==> src/rtl/fetch_sequencer.sv <==
// -----------------------------------------------------------------------------
// fetch_sequencer
//   Instruction-fetch sequencer for a small accumulator-style CPU. Holds the
//   program counter, the instruction register and a 3-bit phase counter that
//   the external controller decodes. A two-state machine (RUN / HALTED) stops
//   the phase counter and freezes PC/IR when the controller asks for a halt.
//   A single-cycle go pulse restarts the machine.
//
// Ports
//   clk      in   single clock, rising edge
//   rst      in   synchronous active-high reset (overrides everything)
//   data_in  in   memory data bus, instruction word = {opcode, address}
//   ld_ir    in   load IR from data_in
//   inc_pc   in   increment PC (modulo 2^ADDR_WIDTH)
//   ld_pc    in   load PC from IR address field (wins over inc_pc)
//   halt     in   enter HALTED
//   sel      in   1: PC drives addr, 0: IR address drives addr
//   go       in   restart request, honoured only while HALTED
//   phase    out  instruction-cycle phase 0..7
//   opcode   out  IR opcode field
//   ir_addr  out  IR address field
//   pc       out  program counter
//   addr     out  memory address (combinational mux)
//   halted   out  1 while in HALTED
// -----------------------------------------------------------------------------
module fetch_sequencer #(
  parameter int OPCODE_WIDTH = 3,
  parameter int ADDR_WIDTH   = 5,
  parameter int DATA_WIDTH   = OPCODE_WIDTH + ADDR_WIDTH
) (
  input  logic                    clk,
  input  logic                    rst,
  input  logic [DATA_WIDTH-1:0]   data_in,
  input  logic                    ld_ir,
  input  logic                    inc_pc,
  input  logic                    ld_pc,
  input  logic                    halt,
  input  logic                    sel,
  input  logic                    go,
  output logic [2:0]              phase,
  output logic [OPCODE_WIDTH-1:0] opcode,
  output logic [ADDR_WIDTH-1:0]   ir_addr,
  output logic [ADDR_WIDTH-1:0]   pc,
  output logic [ADDR_WIDTH-1:0]   addr,
  output logic                    halted
);

  typedef enum logic [0:0] {
    ST_RUN    = 1'b0,
    ST_HALTED = 1'b1
  } state_e;

  state_e                  state_q, state_d;
  logic [2:0]              phase_q, phase_d;
  logic [ADDR_WIDTH-1:0]   pc_q, pc_d;
  logic [DATA_WIDTH-1:0]   ir_q, ir_d;

  // Field views of the current instruction word.
  logic [OPCODE_WIDTH-1:0] ir_opcode_s;
  logic [ADDR_WIDTH-1:0]   ir_addr_s;

  assign ir_opcode_s = ir_q[DATA_WIDTH-1 -: OPCODE_WIDTH];
  assign ir_addr_s   = ir_q[ADDR_WIDTH-1:0];

  // State, phase, PC and IR registers with synchronous reset.
  always_ff @(posedge clk) begin
    if (rst) begin
      state_q <= ST_RUN;
      phase_q <= 3'd0;
      pc_q    <= {ADDR_WIDTH{1'b0}};
      ir_q    <= {DATA_WIDTH{1'b0}};
    end else begin
      state_q <= state_d;
      phase_q <= phase_d;
      pc_q    <= pc_d;
      ir_q    <= ir_d;
    end
  end

  // Next-state logic: strobes act only in RUN; go acts only in HALTED.
  always_comb begin
    state_d = state_q;
    phase_d = phase_q;
    pc_d    = pc_q;
    ir_d    = ir_q;
    case (state_q)
      ST_RUN: begin
        if (ld_ir) begin
          ir_d = data_in;
        end else begin
          ir_d = ir_q;
        end
        // PC loads from the IR as it stands before this edge, so a
        // simultaneous ld_ir does not feed through to the new PC.
        if (ld_pc) begin
          pc_d = ir_addr_s;
        end else if (inc_pc) begin
          pc_d = pc_q + ADDR_WIDTH'(1);
        end else begin
          pc_d = pc_q;
        end
        // The halting edge still honours the strobes but freezes phase.
        if (halt) begin
          state_d = ST_HALTED;
          phase_d = phase_q;
        end else begin
          state_d = ST_RUN;
          phase_d = phase_q + 3'd1;
        end
      end
      ST_HALTED: begin
        if (go) begin
          state_d = ST_RUN;
          phase_d = phase_q + 3'd1;
        end else begin
          state_d = ST_HALTED;
          phase_d = phase_q;
        end
      end
      default: begin
        state_d = ST_RUN;
        phase_d = 3'd0;
      end
    endcase
  end

  assign phase   = phase_q;
  assign opcode  = ir_opcode_s;
  assign ir_addr = ir_addr_s;
  assign pc      = pc_q;
  assign addr    = sel ? pc_q : ir_addr_s;
  assign halted  = (state_q == ST_HALTED);

endmodule
==> config.mk <==
export PLATFORM = sky130hd
export DESIGN_NAME = fetch_sequencer
export DESIGN_NICKNAME = d
export VERILOG_FILES = /design/src/rtl/fetch_sequencer.sv
export SDC_FILE = /design/constraint.sdc
export NUM_CORES = 1
export LEC_CHECK = 0
export CORE_UTILIZATION = 40
export DETAILED_ROUTE_END_ITERATION = 6
export GPL_TIMING_DRIVEN = 0
export HOLD_SLACK_MARGIN = 0.02
export PLACE_DENSITY_LB_ADDON = 0.15
export SYNTH_ARGS = -nofsm -noshare
export SYNTH_HDL_FRONTEND = slang
export SYNTH_SLANG_ARGS = --single-unit
==> constraint.sdc <==
create_clock -name clk -period 2.21 [get_ports clk]
set_input_delay 0.442 -clock clk [delete_from_list [all_inputs] [get_ports clk]]
set_output_delay 0.442 -clock clk [all_outputs]
set_load 0.02 [all_outputs]
==> flow_summary.yaml <==
setup_path:
  reg2reg_slack_ps: 910
  crit_chain: "dlygate4sd2_1 > mux2_2 > clkdlybuf4s50_1"
  critPathKind: "input pin to output port"
  setup.worst_path.start_class: "input pin"
  critical-path-top-delay-family: "buffers and inverters"
  crit_required_ps: 1770
  worst-path-max-fanout: 5
  slowest_delay_ps: 540
  crit_buf_inv: 2
  cp_slowest_cell: "clkdlybuf4s50_1"
  rr_worst_depth: 4
  rr_endpoint: "phase[2]"
  crit_arrival_ps: 1660
  worst_r2r_startpoint: "phase[0]"
  worstSetupEndpointType: "output port"
sta:
  setup_violations: 0
  fin_crit_ps: 2100
  finalCritPeriodShare_pct: 95.2
  skew_ps: 8.97
  final_hold_viol_count: 0
  worstMarginPinSlew_ps: 415
  relSlewSlack_pct: 72.4
  timing.setup.tns_ps: 0
  drv_slew: 0
  rsz0062_at_grt: "false"
  fmax_mhz: 475
drt:
  vias: 804
  wl_per_cell_um: 12.1
  wl_um: 1900
  post_drt_via_cell_ratio: 5.12
  drc_errors: 0
  drtIter0Drc: 11
  ant_nets: 0
  drt-pass1-iter-count: 4
yosys:
  synth_seq_area_share_pct: 41.1
  synth_nets: 108
  yosysWarnings: 0
  synth_area_um2: 828
  syn_inst: 90
  synth_flop_cell: "dfxtp_1"
  ys_types: 29
  synth_edf_count: 0
  syn_avg_cell_area_um2: 9.20
  synthArstFlopShare_pct: 0
  ys_ff_latch: 17
global_routing:
  grt_pass1_vias: 712
  grt_pass1_wl_um: 3140
  grt_max_degree: 11
  antenna_found_initial: 0
  grt_usage_pct: 20.0
  overflow: 0
floorplan:
  rows: 16
  fp.coreArea_um2: 1960
  dieArea_um2: 2260
  die_y_um: 47.5
  start_util_pct: 42.2
  io_pins: 38
  die_w_um: 47.5
flow_run:
  drv_cap: 0
layout:
  antenna-diode-count: 0
  final_core_util_pct: 63.6
  syn_to_final_growth_pct: 50.8
  regArea_um2: 340
  final_nets: 149
  final_cell_mix: "35 x clkdlybuf4s50_1, 17 x dfxtp_1, 11 x nor2_1"
  layout-drive-gt1-share_pct: 10.0
  multiInputGateArea_um2: 467
  fillers: 181
  final_common_cell: "clkdlybuf4s50_1"
hold_path:
  hold_class: "register to register"
  hold_end: "phase[2]"
  hold_start: "phase[2]"
  hold_depth: 2
cts:
  clkTransAtPathRegs_ps: 100
  htreeDepth: 1
  root_buffer: "clkbuf_4"
  clockBufferDepth: 2
  cts_setup_buffers: 0
  cts_num_sinks: 17
  cts_tree: "yes"
  cts_buffers: 3
  clk-insertion-delay-late_ps: 300
placed_design:
  place_congestion: 0.840
  post-dp-hpwl_um: 1460
  port_buffers: 36
power:
  totalPowerFinal_mw: 0.717
  p_leak_nw: 0.473
  irDropWorstVdd_mv: 0.364
  pwr_density_cell_nw_per_um2: 574
status:
  outcome: "completed"
-- layout make-up --
type	instances	area share (%)
clock inverter	1	0.401
tap	27	2.71
inverter	1	0.301
buffer	4	1.40
multi-input combinational	68	37.4
clock buffer	3	1.80
timing repair buffer	36	28.8
sequential	17	27.3
-- kinds of logic after synthesis --
logic type      Yosys count  share of synthesized area, %
compound gates           22                          16.8
flops                    17                          41.1
fa+ha+maj                 2                          3.02
buf+inv                   5                          2.57
simple gates             30                          18.9
mux                      14                          17.7
-- timing repair --
action,4_1_cts,5_1_grt
resized for setup,1,0
setup endpoints to repair,5,0
hold endpoints to repair,0,0
hold buffers,0,0
-- metrics by stage --
step	setup slack [ps]	std cells	hold slack (ps)	area, um^2
detailed placement	-180	153	477	1220
floorplan	849	90	551	828
global route	42.5	157	512	1250
global placement	-171	153	459	1220
finish	106	157	482	1250
CTS	89.9	157	491	1250
-- how the worst max path moves through the flow --
stage	slack (ps)	endpoint	startpoint	cells past startpoint
2_1_floorplan	850	phase[2]	phase[0]	4
3_3_place_gp	-170	addr[2]	sel	3
3_5_place_dp	-180	addr[1]	sel	3
4_1_cts	90	addr[1]	sel	3
5_1_grt	40	addr[3]	sel	3
6_report	110	addr[1]	sel	3
-- metal layers --
metal / GRT usage, % / routed length, um / vias to the layer above
li1: - / - / 409
met1: 25.6 / 900 / 365
met2: 32.3 / 891 / 28
met3: 4.53 / 94 / 2
met4: 8.57 / 14 / 0
met5: 0 / 0 / -
-- power breakdown --
group	internal (mW)	total [mW]	switching, mW
clock network	0.0674	0.174	0.106
registers	0.327	0.350	0.0230
logic	0.105	0.194	0.0892
total	0.499	0.717	0.218
-- worst reg2reg max path: stages (launching register included) --
cell and delay [ps]:
dfxtp_1 400, ha_1 170, inv_1 50, or4_1 490
a21oi_1 140
-- flip-flops by register name, summed over array words and instances, names as in the netlist --
name and flops:
halted 1, ir_q 8, pc 5, phase 3
-- cell usage after synthesis, types with 2 or more instances --
cell	count	area, um^2
nor2b_1	4	25.0
mux2_2	5	56.3
nand3_1	2	10.0
o21ai_1	2	10.0
and2_1	2	12.5
a21oi_1	4	20.0
a31oi_1	2	12.5
mux2i_1	9	90.1
dfxtp_1	17	340
o21ai_0	6	30.0
buf_2	2	10.0
ha_1	2	25.0
nand2b_1	2	12.5
nor3_1	3	15.0
nand2_1	3	11.3
nor2_1	11	41.3
o31a_1	2	17.5
(Power assumes the default switching activity.)
